File: src/rtl/velocity_cell_access_ctrl_if.sv
// velocity_cell_access_ctrl_if: write-back request and velocity RAM port bundle
interface velocity_cell_access_ctrl_if #(
  parameter int DATA_WIDTH = 96,
  parameter int ADDR_WIDTH = 8
);
  logic                  wr_req;
  logic [ADDR_WIDTH-1:0] wr_addr;
  logic [DATA_WIDTH-1:0] wr_data;
  logic                  wr_grant;
  logic [ADDR_WIDTH-1:0] mem_address;
  logic [DATA_WIDTH-1:0] mem_data;
  logic                  mem_rden;
  logic                  mem_wren;
  logic [DATA_WIDTH-1:0] mem_q;
  modport master (
    input  wr_req, wr_addr, wr_data, mem_q,
    output wr_grant, mem_address, mem_data, mem_rden, mem_wren
  );
  modport slave (
    output wr_req, wr_addr, wr_data, mem_q,
    input  wr_grant, mem_address, mem_data, mem_rden, mem_wren
  );
endinterface

File: src/rtl/velocity_cell_access_ctrl.sv
// velocity_cell_access_ctrl: count-read + velocity stream sequencer sharing one RAM port with write-back
module velocity_cell_access_ctrl #(
  parameter int DATA_WIDTH   = 96,
  parameter int ADDR_WIDTH   = 8,
  parameter int PARTICLE_NUM = 220
) (
  input  logic                        clk,
  input  logic                        rst,
  input  logic                        rd_start,
  velocity_cell_access_ctrl_if.master bus,
  output logic                        out_valid,
  output logic [ADDR_WIDTH-1:0]       out_particle_id,
  output logic [DATA_WIDTH-1:0]       out_velocity,
  output logic [ADDR_WIDTH-1:0]       particle_count,
  output logic                        busy,
  output logic                        done,
  output logic                        cnt_err
);
  localparam logic [ADDR_WIDTH-1:0] MAX_CNT = ADDR_WIDTH'(PARTICLE_NUM - 1);
  typedef enum logic [2:0] {IDLE, RD_CNT, WAIT_CNT, STREAM, DRAIN, DONE} state_t;
  state_t                state;
  logic [ADDR_WIDTH-1:0] ptr;
  logic [ADDR_WIDTH-1:0] raw_cnt;
  logic                  over;
  logic                  want_rd;
  logic                  issue;
  logic [ADDR_WIDTH-1:0] rd_addr;
  // Write-back owns the port whenever it asks; a wanted read simply waits
  always_comb begin
    want_rd             = state == RD_CNT || state == STREAM;
    issue               = want_rd && !bus.wr_req;
    rd_addr             = state == STREAM ? ptr : '0;
    raw_cnt             = bus.mem_q[ADDR_WIDTH-1:0];
    over                = raw_cnt > MAX_CNT;
    bus.wr_grant        = bus.wr_req;
    bus.mem_wren        = bus.wr_req;
    bus.mem_rden        = issue;
    bus.mem_address     = bus.wr_req ? bus.wr_addr : rd_addr;
    bus.mem_data        = bus.wr_data;
    out_velocity        = out_valid ? bus.mem_q : '0;
  end
  // Pass sequencing; out_valid doubles as the pending-read flag so the RAM word lines up with its id
  always_ff @(posedge clk) begin
    if (rst) begin
      state           <= IDLE;
      ptr             <= '0;
      particle_count  <= '0;
      out_valid       <= 1'b0;
      out_particle_id <= '0;
      busy            <= 1'b0;
      done            <= 1'b0;
      cnt_err         <= 1'b0;
    end else begin
      out_valid <= issue && state == STREAM;
      done      <= 1'b0;
      if (issue && state == STREAM) out_particle_id <= ptr;
      case (state)
        IDLE: if (rd_start) begin
          state <= RD_CNT;
          busy  <= 1'b1;
        end
        RD_CNT: if (issue) state <= WAIT_CNT;
        WAIT_CNT: begin
          particle_count <= over ? MAX_CNT : raw_cnt;
          cnt_err        <= cnt_err | over;
          ptr            <= ADDR_WIDTH'(1);
          state          <= raw_cnt == '0 ? DONE : STREAM;
          done           <= raw_cnt == '0;
        end
        STREAM: if (issue) begin
          ptr <= ptr + 1'b1;
          if (ptr == particle_count) state <= DRAIN;
        end
        DRAIN: begin
          state <= DONE;
          done  <= 1'b1;
        end
        DONE: begin
          state <= IDLE;
          busy  <= 1'b0;
        end
        default: state <= IDLE;
      endcase
    end
  end
endmodule

File: src/flat_wrapper.sv
// flat-port wrapper written by rule: the top's interface ports become plain ports
module velocity_cell_access_ctrl_flat 
#(
  parameter int DATA_WIDTH   = 96,
  parameter int ADDR_WIDTH   = 8,
  parameter int PARTICLE_NUM = 220
)
  (clk, rst, rd_start, out_valid, out_particle_id, out_velocity, particle_count, busy, done, cnt_err, bus_wr_req, bus_wr_addr, bus_wr_data, bus_mem_q, bus_wr_grant, bus_mem_address, bus_mem_data, bus_mem_rden, bus_mem_wren);
  velocity_cell_access_ctrl_if #(.DATA_WIDTH(DATA_WIDTH), .ADDR_WIDTH(ADDR_WIDTH)) bus_i ();
  input  logic clk;
  input  logic rst;
  input  logic rd_start;
  output logic out_valid;
  output logic [ADDR_WIDTH-1:0] out_particle_id;
  output logic [DATA_WIDTH-1:0] out_velocity;
  output logic [ADDR_WIDTH-1:0] particle_count;
  output logic busy;
  output logic done;
  output logic cnt_err;
  input wire logic [$bits(bus_i.wr_req)-1:0] bus_wr_req;
  input wire logic [$bits(bus_i.wr_addr)-1:0] bus_wr_addr;
  input wire logic [$bits(bus_i.wr_data)-1:0] bus_wr_data;
  input wire logic [$bits(bus_i.mem_q)-1:0] bus_mem_q;
  output wire logic [$bits(bus_i.wr_grant)-1:0] bus_wr_grant;
  output wire logic [$bits(bus_i.mem_address)-1:0] bus_mem_address;
  output wire logic [$bits(bus_i.mem_data)-1:0] bus_mem_data;
  output wire logic [$bits(bus_i.mem_rden)-1:0] bus_mem_rden;
  output wire logic [$bits(bus_i.mem_wren)-1:0] bus_mem_wren;
  assign bus_i.wr_req = bus_wr_req;
  assign bus_i.wr_addr = bus_wr_addr;
  assign bus_i.wr_data = bus_wr_data;
  assign bus_i.mem_q = bus_mem_q;
  assign bus_wr_grant = bus_i.wr_grant;
  assign bus_mem_address = bus_i.mem_address;
  assign bus_mem_data = bus_i.mem_data;
  assign bus_mem_rden = bus_i.mem_rden;
  assign bus_mem_wren = bus_i.mem_wren;
  velocity_cell_access_ctrl #(.DATA_WIDTH(DATA_WIDTH), .ADDR_WIDTH(ADDR_WIDTH), .PARTICLE_NUM(PARTICLE_NUM)) u_core (.clk(clk), .rst(rst), .rd_start(rd_start), .bus(bus_i), .out_valid(out_valid), .out_particle_id(out_particle_id), .out_velocity(out_velocity), .particle_count(particle_count), .busy(busy), .done(done), .cnt_err(cnt_err));
endmodule
File: config.mk
export PLATFORM = sky130hd
export DESIGN_NAME = velocity_cell_access_ctrl_flat
export DESIGN_NICKNAME = d
export VERILOG_FILES = /design/src/rtl/velocity_cell_access_ctrl_if.sv /design/src/rtl/velocity_cell_access_ctrl.sv /design/src/flat_wrapper.sv
export SDC_FILE = /design/constraint.sdc
export NUM_CORES = 1
export LEC_CHECK = 0
export ABC_AREA = 1
export CAP_MARGIN = 20
export CELL_PAD_IN_SITES_DETAIL_PLACEMENT = 2
export CELL_PAD_IN_SITES_GLOBAL_PLACEMENT = 2
export CORE_MARGIN = 3
export CORE_UTILIZATION = 10
export DETAILED_ROUTE_END_ITERATION = 8
export HOLD_SLACK_MARGIN = 0.08
export PLACE_DENSITY = 0.92
export SETUP_SLACK_MARGIN = 0.1
export SYNTH_ARGS = -nofsm -noshare
export SYNTH_HDL_FRONTEND = slang
export SYNTH_SLANG_ARGS = --single-unit
File: constraint.sdc
create_clock -name clk -period 3 [get_ports clk]
set_input_delay 0.3 -clock clk [delete_from_list [all_inputs] [get_ports clk]]
set_output_delay 0.3 -clock clk [all_outputs]
set_load 0.005 [all_outputs]
After elaboration in Yosys (flattened, before gate mapping). Index checks and enable logic that the tools add are counted.

Bitwise gates (word level): 1. Shift-type cells: 0. Magnitude comparators: 1. Div/mod/pow operators: 0. Add/subtract/negate cells: 1. Reduce and logical (&&, ||, !) cells: 11. Mux-type cells: 15. Multiply operators: 0. Equality and inequality tests: 10.

Operators by type and width (count): 96-bit 2-to-1 mux (1); 8-bit 2-to-1 mux (4); 8-bit one-hot mux with 2 select lines (1); 3-bit 2-to-1 mux (5); 3-bit one-hot mux with 5 select lines (1); 8-bit by 1-bit adder with 8-bit output, second input constant (1); 8-bit == test (1); 8-bit greater-than comparator, second input constant (1); 8-bit zero test (1); 3-bit by 2-bit == test with 1-bit output, second input constant (2); 3-bit == test, second input constant (2); 2-bit by 1-bit inequality test with 1-bit output, second input constant (2); 2-bit inequality test, second input constant (2); 1-bit one-hot mux with 2 select lines (2); 2-bit AND reduction (2); 4-bit AND reduction (1); 2-bit nonzero test (2); 3-bit by 1-bit == test with 1-bit output, second input constant (1); 3-bit zero test (1); 1-bit logical AND (2); 1-bit zero test (1); 1-bit logical OR (1); 1-bit 2-to-1 mux (1); 1-bit OR (1).

Output and inout port bits: 223. Bits in registers: 31. RAM bits: 0. ROM bits: 0. Memories kept: 0. Input port bits: 204. Latch bits: 0.

Depth between registers and ports, before layout.
Word-level depth: 5. Mapped depth: 11.

Worst setup path after synthesis. OpenSTA, ideal clock, no wires.

Path kind: register to output. Start point: register u_core.out_valid. End point: output port out_velocity[55]. Cell stages (with the launch flop): 6. Setup slack: 1.663 ns. Arrival: 1.037 ns. Buffers on the path: 3. Required time: 2.700 ns. Cell sequence: dfxtp_1 > buf_2 > buf_2 > buf_1 > nand2_1 > inv_1.

Cells in the longest elaborated chain, start to end: 1.

Ends and longest elaborated chain: start, declared (RTL line velocity_cell_access_ctrl.sv:11) `output logic out_valid,`; start signal, assigned (RTL line velocity_cell_access_ctrl.sv:48) `out_valid <= 1'b0;`; start signal, assigned (RTL line velocity_cell_access_ctrl.sv:54) `out_valid <= issue && state == STREAM;`; 96-bit 2-to-1 mux (RTL line velocity_cell_access_ctrl.sv:40) `out_velocity = out_valid ? bus.mem_q : '0;`; end, declared (RTL line flat_wrapper.sv:15) `output logic [DATA_WIDTH-1:0] out_velocity;`.

Every way passes these cells.

Worst setup path in the final report.
Start point: register u_core.state[0]. End point: output port bus_mem_address[0].

Cells in the longest elaborated chain, start to end: 3.

Ends and longest elaborated chain: start, declared (RTL line velocity_cell_access_ctrl.sv:21) `state_t state;`; start signal, assigned (RTL line velocity_cell_access_ctrl.sv:67) `state <= raw_cnt == '0 ? DONE : STREAM;`; 3-bit by 2-bit == test with 1-bit output (RTL line velocity_cell_access_ctrl.sv:32) `rd_addr = state == STREAM ? ptr : '0;`; 8-bit 2-to-1 mux (RTL line velocity_cell_access_ctrl.sv:32); 8-bit 2-to-1 mux (RTL line velocity_cell_access_ctrl.sv:38) `bus.mem_address = bus.wr_req ? bus.wr_addr : rd_addr;`; end, declared (RTL line flat_wrapper.sv:25) `output wire logic [$bits(bus_i.mem_address)-1:0] bus_mem_address;`.

Every way passes these cells.

==> reports/qor.yml <==
sta:
  slew_headroom: 0.6660
  worstMarginPinSlew_ps: 499.4
  slew_violations: 0
  period_minus_slack_ps: 2325
  timing_hold_violations_final: 0
  setup_viol_count_final: 0
  fin_ws_ps: 675.5
  period_share: 0.7748
  fin_setup_tns_ps: 0
  fmax_mhz: 430.2
  finClkSkew_ps: 8.507
  rsz0062_at_grt: "false"
worst_setup_path:
  crit_path_start: "u_core.state[0]"
  end_kind: "primary output"
  worst-setup-path-type: "flop to primary output"
  reg2reg_depth: 7
  reg2reg_from: "u_core.state[1]"
  crit_path_max_fanout: 12
  worstPathArrival_ps: 2020
  start_kind: "flop"
  endpoint: "bus_mem_address[0]"
  cp.required_ps: 2700
  reg2reg_slack_ps: 1410
  timing.rr.end: "u_core.ptr[5]"
hold_path:
  hold_path_class: "flop to flop"
  min_from: "u_core.cnt_err"
global_routing:
  grt_pass1_wl_mm: 22.82
  grt.total_usage: 0.08820
  grt_pass1_vias: 3926
  grt_antenna_before_repair: 0
  grt_max_degree: 70
  grt_overflow: 0
yosys:
  synthArstFlopShare: 0
  avgSynthCellArea_um2: 5.764
  synth_area_leaders: "buf_4 (24%), dfxtp_1 (20%), nand2_1 (20%), inv_1 (16%), a21oi_1 (3.4%)"
  ys_warn_count: 0
  syn-num-nets: 734
  yosysMostFrequentCell: "nand2_1"
  synthDistinctLibCells: 32
  synth.top_cell.area_share: 0.2413
  ys_seq_area_frac: 0.2035
  synth_ff_type: "dfxtp_1"
  synth_edf_count: 0
  synth-seq-cells: 31
  synthCells: 529
  yosys-top-cells-count: "nand2_1 (162), inv_1 (126), buf_4 (98)"
  syn_area_mm2: 0.003049
  yosys.area.top_type: "buf_4"
clocking:
  clk-insertion-delay-late_ps: 270
  root_buffer: "clkbuf_16"
  clkTransAtPathRegs_ps: 50
  holdBufCountCts: 0
  postCtsResizedCells: 0
  cts_sinks: 31
  post_cts_buffers: 0
  tritoncts: "yes"
  clockBufferDepth: 2
  numCtsBuffers: 5
  cts_max_level: 2
power:
  ir_worst_vdd_uv: 237.5
  leakage_nw: 2.645
  power.density_mw_per_mm2: 351.0
layout:
  drive_gt1_frac: 0.04255
  antenna_cells: 0
  nNetsFinal: 863
  syn_to_final_growth_pct: 71.93
  finish.utilization: 0.1755
  n_fill_cell: 3576
  layout.cells.non_filler: 1048
floorplanning:
  die_w_um: 180.6
  die_h_um: 180.6
  die-area_mm2: 0.03262
  initial_utilization: 0.1021
  rows: 63
  io_pins: 427
  fp.coreArea_mm2: 0.02987
routing:
  drt_first_pass_iters: 4
  drcViolationCount: 0
  wl_mm: 15.15
  via_per_inst: 3.359
  wl_per_cell_um: 14.45
  vias: 3520
  drt_iter0_markers: 67
  ant_nets: 0
run:
  maxCapViolations: 0
place:
  hpwl_mm: 13.15
  dpl_worst_slack_ps: 665.4
  placedCellCount: 1041
  port_buffers: 234
  place_congestion: 0.7594
outcome:
  status: "finished, final reports clean"
==> stage by stage <==
| stage | total power [mW] | hold WS, ps | instance area (µm²) |
|---|---|---|---|
| floorplan | 1.017 | 438.7 | 3049 |
| finish | 1.840 | 461.2 | 5243 |
| detailed placement | 1.363 | 458.4 | 5099 |
| CTS | 1.879 | 468.8 | 5243 |
| global placement | 1.327 | 442.4 | 5099 |
| global route | 1.984 | 487.3 | 5243 |
==> registers in the layout, summed over array words and instances (netlist names) <==
| name | flops |
|---|---|
| u_core.ptr | 8 |
| u_core.done | 1 |
| u_core.busy | 1 |
| u_core.out_particle_id | 8 |
| u_core.state | 3 |
| u_core.out_valid | 1 |
| u_core.particle_count | 8 |
| u_core.cnt_err | 1 |
==> power breakdown <==
part	switching, mW	internal, mW	total [mW]
combinational	0.385	0.402	0.787
sequential	0.0844	0.468	0.552
clock	0.178	0.323	0.501
total	0.647	1.19	1.84
==> placed cells by master, fill, tap and decap left out, drive strengths merged, types with 3 or more instances in the layout <==
cell type      count
buf                3
nor2              24
nor3               4
clkdlybuf4s50    234
xor2               3
clkbuf             6
dfxtp             31
o21ai             13
a21oi             21
inv              129
nand3             12
nand2            167
==> worst min path at each step <==
| stage | endpoint | slack, ps | depth (start not counted) |
|---|---|---|---|
| 3_3_place_gp | u_core.cnt_err | 440 | 2 |
| 6_report | u_core.cnt_err | 460 | 2 |
| 3_5_place_dp | u_core.cnt_err | 460 | 2 |
| 4_1_cts | u_core.cnt_err | 470 | 2 |
| 2_1_floorplan | u_core.particle_count[2] | 440 | 2 |
| 5_1_grt | u_core.cnt_err | 490 | 2 |
==> worst max-delay path, cell delays in order, from the launching register on <==
cell and delay (ps):
dfxtp_1 420, nand2_2 110, nor2_4 120, nand2_4 140, inv_2 220, nand2_1 150
nand2_1 90, clkdlybuf4s50_1 490
==> metal layers <==
layer  global-route usage  wire (µm)  part of all wire  vias up
met3              0.03896       1467             0.097       22
met5                    0          0                 0        -
met4              0.01320        171             0.011        0
met1              0.09811       5966              0.39     1627
li1                     -          -                 -     1671
met2               0.1584       7538              0.50      200
==> logic make-up after synthesis <==
group           Yosys count  synth area share
buf+inv                 245            0.4292
xor+xnor                  3          0.008619
flops                    31            0.2035
mux                       1          0.003283
fa+ha+maj                 1          0.004103
simple gates            210            0.2852
compound gates           38           0.06607
==> cell type report <==
type,count,area (µm²),area share
inverters,130,489.2,0.09332
multi-input cells,253,1120,0.2136
flip-flops and latches,31,624.3,0.1191
clock buffers,6,138.9,0.02649
well taps,390,488.0,0.09308
repair buffers,237,2377,0.4535
clock inverters,1,5.005,0.0009547
No activity file was read; power rests on OpenSTA's default activity.
